**src/rtl/counter_pkg.sv**
```systemverilog
`default_nettype none
// ============================================================================
//  Module      : counter_pkg
//  Description : Shared constants, types and helpers for the cascadable
//                two-digit BCD counter.
//                  BCD_MAX_DIGIT : largest legal BCD digit (9)
//                  DIGIT_W       : width of one BCD digit
//                  DEFAULT_MOD   : customary modulus (sixty) for time-style use
//  Revision    : 1.0  initial release
// ============================================================================
package counter_pkg;

    localparam int              DIGIT_W       = 4;
    localparam logic [3:0]      BCD_MAX_DIGIT = 4'd9;
    localparam logic [7:0]      DEFAULT_MOD   = 8'h60;

    typedef logic [DIGIT_W-1:0] bcd_digit_t;

    typedef struct packed {
        bcd_digit_t tens;
        bcd_digit_t units;
    } bcd_pair_t;

    // Binary magnitude of a two-digit BCD pair. Digits are taken at face
    // value (an illegal 0xC counts as twelve), so an out-of-range load still
    // compares as "large". Worst case 15*10+15 = 165 fits in 8 bits.
    function automatic logic [7:0] bcd_to_bin(input bcd_pair_t v);
        return (8'(v.tens) * 8'd10) + 8'(v.units);
    endfunction

endpackage : counter_pkg
`default_nettype wire

```
**src/rtl/bcd_digit.sv**
```systemverilog
`default_nettype none
// ============================================================================
//  Module      : bcd_digit
//  Description : Combinational next-value logic for one BCD digit.
//  Ports       : i_digit [3:0] - current digit value (may be illegal, >9)
//                i_ci          - carry in; when high the digit increments
//                o_nxt   [3:0] - next digit value
//                o_co          - carry out; digit rolled from 9 to 0
//  Notes       : An illegal digit (>9) is treated as 9 when incrementing, so
//                it rolls to 0 and carries. Without carry-in the digit is
//                passed through unchanged, illegal value included.
//  Revision    : 1.0  initial release
// ============================================================================
module bcd_digit
    import counter_pkg::*;
(
    input  logic [DIGIT_W-1:0] i_digit,
    input  logic               i_ci,
    output logic [DIGIT_W-1:0] o_nxt,
    output logic               o_co
);

    logic [DIGIT_W-1:0] w_eff;

    always_comb begin
        w_eff = (i_digit > BCD_MAX_DIGIT) ? BCD_MAX_DIGIT : i_digit;
        o_nxt = i_digit;
        o_co  = 1'b0;
        if (i_ci) begin
            if (w_eff == BCD_MAX_DIGIT) begin
                o_nxt = '0;
                o_co  = 1'b1;
            end else begin
                o_nxt = w_eff + 1'b1;
            end
        end
    end

endmodule : bcd_digit
`default_nettype wire

```
**src/rtl/cascade_bcd_counter.sv**
```systemverilog
`default_nettype none
// ============================================================================
//  Module      : cascade_bcd_counter
//  Description : Two-digit BCD counter intended to sit behind a 4-bit
//                upstream counter in a cascade. Programmable modulus,
//                synchronous parallel load, combinational carry out and a
//                registered terminal-count pulse.
//  Parameters  : RST_VAL   - BCD value loaded into Q by reset
//  Ports       : CP        - rising-edge clock (shared with upstream stage)
//                CR        - asynchronous active-low reset
//                LD        - synchronous active-low parallel load
//                EN        - count enable (upstream carry, level sampled)
//                D   [7:0] - BCD load value, [7:4] tens, [3:0] units
//                BCD modulus on port MOD [7:0]; 8'h00 selects modulus 100
//                Q   [7:0] - registered BCD count
//                Co        - combinational carry to the next stage
//                TC        - one-cycle pulse the cycle after a wrap
//  Revision    : 1.0  initial release
// ============================================================================
module cascade_bcd_counter
    import counter_pkg::*;
#(
    parameter logic [7:0] RST_VAL = 8'h00
)
(
    input  logic       CP,
    input  logic       CR,
    input  logic       LD,
    input  logic       EN,
    input  logic [7:0] D,
    input  logic [7:0] MOD,
    output logic [7:0] Q,
    output logic       Co,
    output logic       TC
);

    logic [7:0]         r_q;
    logic               r_tc;

    logic [DIGIT_W-1:0] w_units_nxt;
    logic               w_units_co;
    logic [DIGIT_W-1:0] w_tens_nxt;
    logic               w_tens_co;
    logic [7:0]         w_inc;
    logic               w_mod_active;
    logic               w_hit_mod;
    logic               w_over_mod;
    logic               w_wrap;

    // Units always see a carry-in: this stage only advances on enabled
    // edges, and the increment is discarded otherwise.
    bcd_digit u_units (
        .i_digit (r_q[3:0]),
        .i_ci    (1'b1),
        .o_nxt   (w_units_nxt),
        .o_co    (w_units_co)
    );

    bcd_digit u_tens (
        .i_digit (r_q[7:4]),
        .i_ci    (w_units_co),
        .o_nxt   (w_tens_nxt),
        .o_co    (w_tens_co)
    );

    assign w_inc        = {w_tens_nxt, w_units_nxt};
    assign w_mod_active = (MOD != 8'h00);

    // Normal terminal count: the incremented value lands on the modulus.
    assign w_hit_mod    = (w_inc == MOD);

    // Recovery from a value already at or beyond the modulus (typically an
    // out-of-range load, or MOD lowered underneath a running count).
    assign w_over_mod   = (bcd_to_bin(bcd_pair_t'(r_q)) >= bcd_to_bin(bcd_pair_t'(MOD)));

    // A tens roll-over (99 -> 00) is always a wrap; with MOD=00 it is the
    // only one.
    assign w_wrap = w_tens_co | (w_mod_active & (w_hit_mod | w_over_mod));

    // Kept purely combinational so a downstream stage sees the carry in the
    // same cycle as EN; CR gating keeps it quiet during reset.
    assign Co = EN & CR & LD & w_wrap;

    always_ff @(posedge CP or negedge CR) begin
        if (!CR) begin
            r_q  <= RST_VAL;
            r_tc <= 1'b0;
        end else if (!LD) begin
            r_q  <= D;
            r_tc <= 1'b0;
        end else if (EN) begin
            r_q  <= w_wrap ? 8'h00 : w_inc;
            r_tc <= w_wrap;
        end else begin
            r_tc <= 1'b0;
        end
    end

    assign Q  = r_q;
    assign TC = r_tc;

endmodule : cascade_bcd_counter
`default_nettype wire

```
**config.mk**
```make
export PLATFORM = sky130hd
export DESIGN_NAME = cascade_bcd_counter
export DESIGN_NICKNAME = d
export VERILOG_FILES = /design/src/rtl/counter_pkg.sv /design/src/rtl/bcd_digit.sv /design/src/rtl/cascade_bcd_counter.sv
export SDC_FILE = /design/constraint.sdc
export NUM_CORES = 1
export LEC_CHECK = 0
export CORE_MARGIN = 2
export CORE_UTILIZATION = 45
export DETAILED_ROUTE_END_ITERATION = 10
export PLACE_DENSITY = 0.74
export SYNTH_ARGS = -nofsm -noshare
export SYNTH_HDL_FRONTEND = slang
export SYNTH_HIERARCHICAL = 1
export SYNTH_SLANG_ARGS = --single-unit
```
**constraint.sdc**
```tcl
create_clock -name CP -period 7.38 [get_ports CP]
set_clock_uncertainty 0.05 [all_clocks]
set_input_delay 1.476 -clock CP [delete_from_list [all_inputs] [get_ports CP]]
set_output_delay 1.476 -clock CP [all_outputs]
set_load 0.01 [all_outputs]
```
==> results of run 1 <==
[synthesized netlist by cell type (all sizes together) (3+ instances only)]
| master | number | area [sq um] |
|---|---|---|
| o21ai | 35 | 175 |
| inv | 26 | 97.6 |
| ha | 22 | 275 |
| xnor2 | 15 | 131 |
| a21oi | 11 | 55.1 |
| dfrtp | 9 | 225 |
| nand3b | 8 | 60.1 |
| nand2 | 5 | 18.8 |
| xor2 | 5 | 43.8 |
| fa | 4 | 80.1 |
| nand3 | 4 | 20.0 |
| nor3b | 4 | 30.0 |
| nor2b | 3 | 18.8 |
| nor4 | 3 | 18.8 |
[power groups by stage]
stage | logic [uW] | clock network, uW | registers [uW]
detailed placement | 340 | 0 | 87.9
finish | 339 | 37.8 | 87.1
global route | 388 | 41.6 | 90.2
global placement | 332 | 0 | 87.6
CTS | 342 | 39.2 | 87.0
floorplan | 240 | 0 | 86.4
[final timing paths]
| kind | startpoint | slack [ps] | endpoint | cells after the start |
|---|---|---|---|---|
| worst max-delay path | MOD[7] | 660 | Co | 14 |
| worst min-delay path | Q[1]$_DFFE_PN0P_ | 750 | Q[1]$_DFFE_PN0P_ | 4 |
| worst max register to register | Q[5]$_DFFE_PN0P_ | 3980 | TC$_DFF_PN0_ | 11 |
| worst min register to register | Q[1]$_DFFE_PN0P_ | 750 | Q[1]$_DFFE_PN0P_ | 4 |
| max in group asynchronous | CR | 5530 | Q[4]$_DFFE_PN0P_ | 1 |
| min in group asynchronous | CR | 1460 | Q[1]$_DFFE_PN0P_ | 1 |
[cells by family (layout without fill, tap and decap cells)]
family,Yosys count,after routing
fa+ha+maj,26,26
other cells,1,8
simple gates,39,39
buf+inv,28,59
compound gates,61,61
xor+xnor,20,20
flops,9,9
[flip-flops by register name (all words and copies together), names as in the netlist]
| register | count |
|---|---|
| Q | 8 |
| TC | 1 |
[area by class of cell]
| class | instances | area [sq um] | share of cell area, % |
|---|---|---|---|
| multi-input combinational | 154 | 1170 | 62.7 |
| timing repair buffer | 29 | 290 | 15.6 |
| sequential | 9 | 225 | 12.1 |
| inverter | 26 | 97.6 | 5.24 |
| tap | 44 | 55.1 | 2.96 |
| clock buffer | 4 | 26.3 | 1.41 |
[tightest hold or removal path, stage by stage, from the launching register on]
cell     delay (ps)
dfrtp_1         500
inv_1            80
o21ai_0          60
o21ai_0          60
o21ai_1          60
[routing by layer]
metal	track usage, %	share of wire (%)	up-vias	wire [um]
met5	0	0	-	0
met4	3.73	0.51	0	17
met3	2.52	3.2	2	105
met2	34.2	47	29	1560
met1	26.0	49	646	1620
li1	-	-	728	-
[stage by stage]
stage | power, uW | area [sq um] | setup WS (ps) | std cells
3_5_place_dp | 428 | 1840 | 647 | 262
2_1_floorplan | 326 | 1500 | 1850 | 191
3_3_place_gp | 420 | 1840 | 734 | 262
6_report | 464 | 1860 | 664 | 266
4_1_cts | 468 | 1860 | 646 | 266
5_1_grt | 520 | 1860 | 496 | 266
==> impl_metrics.yaml, run 1 <==
grt:
  grt_pass1_wl_um: 5530
  grt_pass1_vias: 1264
  grt_util_all_layers_pct: 19.6
  antenna_found_initial: 0
  grt_max_degree: 18
  globalRouteOverflowTotal: 0
clocking:
  clkLatencyLatePin_ps: 260
  ctsResizeCount: 0
  cts_root_buffer: "clkbuf_4"
  cts_htree_levels: 1
  cts_buffers: 3
  cts.path.max_buffers: 2
  holdBufCountCts: 0
  post-cts-setup-buffers: 0
  clkSlewWorstSetupHoldPaths_ps: 60
  clock_sinks: 9
  cts_tree: "done"
worst_setup_path:
  worstPathRequired_ps: 5850
  crit_top_cell: "ha_1"
  crit_fanout: 10
  slowest_stage: "clkdlybuf4s50_1"
  worstPathCellList: "clkdlybuf4s50_1, ha_1, ha_1, inv_1, fa_1, nor3b_1, xnor2_1, a21oi_1, ha_1, a21oi_1, o21ai_1, o31a_4, o211a_1, clkdlybuf4s50_1"
  crit_family: "adder cells"
  start_kind: "primary input"
  worst_ep_arrival_time_ps: 5190
  critPathKind: "primary input to output pin"
  cp_slowest_stage_delay_ps: 600
  critPathCaptureType: "output pin"
  crit_buf_inv: 3
final_layout:
  fin_util_pct: 60.5
  fillers: 287
  drive_gt1_share_pct: 2.70
  antenna_cells: 0
  final_common_cell: "clkdlybuf4s50_1"
  final_cell_mix: "clkdlybuf4s50_1 (29), inv_1 (26), o21ai_0 (26), ha_1 (22), xnor2_1 (15)"
  area_delta_synth_final_pct: 26.5
  nNetsFinal: 269
floorplan:
  core_sq_um: 3080
  die_x_um: 61.2
  die_y_um: 61.2
  start_util_pct: 47.8
  die_area_sq_um: 3740
  num_io_pins: 30
  fp-row-count: 20
routing:
  routed-via-count: 1405
  wl_um: 3310
  vias_per_cell: 5.28
  drc: 0
  antenna_left: 0
  first_pass_iters: 4
  drt_iter0_drc: 74
  wl_per_cell_um: 12.4
synth:
  netlist_instances: 184
  ys_warn_count: 6
  synth_top_family_by_area: "compound AO/OA/AOI/OAI gates"
  synth-seq-cells: 9
  async_flop_share_pct: 100
  muxShareOfSynthArea_pct: 0
  synthAdderAreaFrac_pct: 24.1
  synth_cell_types: 36
  synth_xor_area_share_pct: 11.9
  synthFlopType: "dfrtp_1"
  synth_area_per_cell_sq_um: 8.00
  synth_compound_area_share_pct: 24.7
  syn-cell-area_sq_um: 1470
  synth-edff-count: 0
  synth-seq-area-share_pct: 15.3
  synth-simple-area-share_pct: 16.5
timing:
  worst_pin_slew_ps: 556
  setup_viol: 0
  hold_violations: 0
  timing.final.crit_share_pct: 91.0
  whs_ps: 751
  slew_headroom_pct: 62.5
  fin_crit_ps: 6720
  fmax_mhz: 149
  rsz0062_at_grt: "no"
  finalSetupTns_ps: 0
  maxSlewViolCount: 0
power:
  intPower_uw: 244
  comb_power_share_pct: 73.1
  p_leak_uw: 0.000816
  power_density_nw_per_um2: 249
  peakVddDrop_v: 0.000153
  seq_power_share_pct: 18.8
  switching_share_pct: 47.3
  power.clock.fraction_pct: 8.2
  switchingPower_uw: 219
run_status:
  status: "finished clean"
placement:
  numPortBuffers: 29
  gp_congestion: 0.823
  hpwl_um: 2690
hold_path:
  worst_hold_path_type: "flip-flop to flip-flop"
job:
  maxCapViolCount: 0
(Power assumes the default switching activity.)
==> run 2, diff against run 1 <==
Settings changed: REMOVE_ABC_BUFFERS set to 1.
==> impl_metrics.yaml, run 2 (synthesis gave the netlist of run 1 again) <==
clocking:
  ctsResizeCount: 0
  cts_buffers: 3
  clkLatencyLatePin_ps: 260
  holdBufCountCts: 0
  clock_sinks: 9
  post-cts-setup-buffers: 0
  cts_tree: "done"
  cts_htree_levels: 1
  cts.path.max_buffers: 2
  clkSlewWorstSetupHoldPaths_ps: 50
  cts_root_buffer: "clkbuf_4"
floorplan:
  fp-row-count: 20
  start_util_pct: 47.8
  die_y_um: 61.2
  num_io_pins: 30
  die_area_sq_um: 3740
  core_sq_um: 3080
  die_x_um: 61.2
placement:
  gp_congestion: 0.803
  postPlaceCellArea_sq_um: 1840
  numPortBuffers: 29
  hpwl_um: 2650
worst_setup_path:
  worstPathCellList: "clkdlybuf4s50_1, ha_1, ha_1, inv_1, fa_1, nor3b_1, xnor2_1, a21oi_1, ha_1, a21oi_1, o21ai_1, o31a_4, o211a_1, clkdlybuf4s50_1"
  critPathCaptureType: "output pin"
  start_kind: "primary input"
  slowest_stage: "clkdlybuf4s50_1"
  crit_fanout: 10
  worst_ep_arrival_time_ps: 5200
  crit_top_cell: "ha_1"
  cp_slowest_stage_delay_ps: 600
  worstPathRequired_ps: 5850
  crit_buf_inv: 3
  critPathKind: "primary input to output pin"
  crit_family: "adder cells"
routing:
  drt_iter0_drc: 84
  wl_um: 3310
  routed-via-count: 1429
  antenna_left: 0
  vias_per_cell: 5.37
  drc: 0
  wl_per_cell_um: 12.5
  first_pass_iters: 5
grt:
  globalRouteOverflowTotal: 0
  antenna_found_initial: 0
  grt_pass1_wl_um: 5670
  grt_max_degree: 18
  grt_util_all_layers_pct: 20.1
  grt_pass1_vias: 1269
final_layout:
  largest_reg_flops: 8
  nNetsFinal: 269
  antenna_cells: 0
  final_common_cell: "clkdlybuf4s50_1"
  drive_gt1_share_pct: 2.70
  fillers: 305
  area_delta_synth_final_pct: 26.5
  final_cell_mix: "clkdlybuf4s50_1 (29), inv_1 (26), o21ai_0 (26), ha_1 (22), xnor2_1 (15)"
  fin_area_sq_um: 1860
power:
  peakVddDrop_v: 0.000143
  p_leak_uw: 0.000816
  power_density_nw_per_um2: 247
timing:
  timing.final.crit_share_pct: 91.2
  worst_pin_slew_ps: 493
  slew_headroom_pct: 66.8
  rsz0062_at_grt: "no"
  fmax_mhz: 149
  finalSetupTns_ps: 0
  setup_viol: 0
  fin_crit_ps: 6730
  maxSlewViolCount: 0
  hold_violations: 0
job:
  maxCapViolCount: 0
hold_path:
  worst_hold_path_type: "flip-flop to flip-flop"
run_status:
  status: "finished clean"
-- run 2: routing by layer --
metal	up-vias	wire, um	global-route usage (%)
met5	-	0	0
met4	0	12	2.80
met3	2	164	3.15
met2	44	1490	31.5
met1	650	1650	29.9
li1	733	-	-
-- run 2: area by class of cell --
cell class	count	area, sq um	share of cell area, %
flip-flops and latches	9	225	12.1
inverters	26	97.6	5.24
multi-input cells	154	1170	62.7
well taps	44	55.1	2.96
repair buffers	29	290	15.6
clock buffers	4	26.3	1.41
-- run 2: report_power, final --
part	total (uW)	internal, uW	leakage [uW]	switching [uW]
registers	87.8	60.5	0.000107	27.3
logic	335	162	0.000694	174
clock network	37.0	20.8	0.0000150	16.2
-- run 2: metrics by stage --
stage	hold slack (ps)	setup slack, ps	utilization (%)	total power [uW]	std cells
floorplan	682	1850	-	326	189
detailed placement	741	664	59.6	425	262
global route	825	459	60.5	517	266
CTS	753	652	60.5	465	266
finish	756	649	60.5	460	266
global placement	732	735	59.6	420	262
-- run 2: worst min-delay path: stages, from the launching register on --
cell and delay (ps):
dfrtp_1 500, inv_1 90, o21ai_0 60, o21ai_0 60
o21ai_1 60
-- run 2: final timing paths --
kind                             startpoint               end  slack [ps]  depth (start not counted)
hold / removal             Q[4]$_DFFE_PN0P_  Q[4]$_DFFE_PN0P_         760                          4
setup reg to reg           Q[5]$_DFFE_PN0P_      TC$_DFF_PN0_        3970                         11
hold reg to reg            Q[4]$_DFFE_PN0P_  Q[4]$_DFFE_PN0P_         760                          4
setup / recovery                     MOD[7]                Co         650                         14
max in group asynchronous                CR      TC$_DFF_PN0_        5510                          1
min in group asynchronous                CR  Q[3]$_DFFE_PN0P_        1470                          1
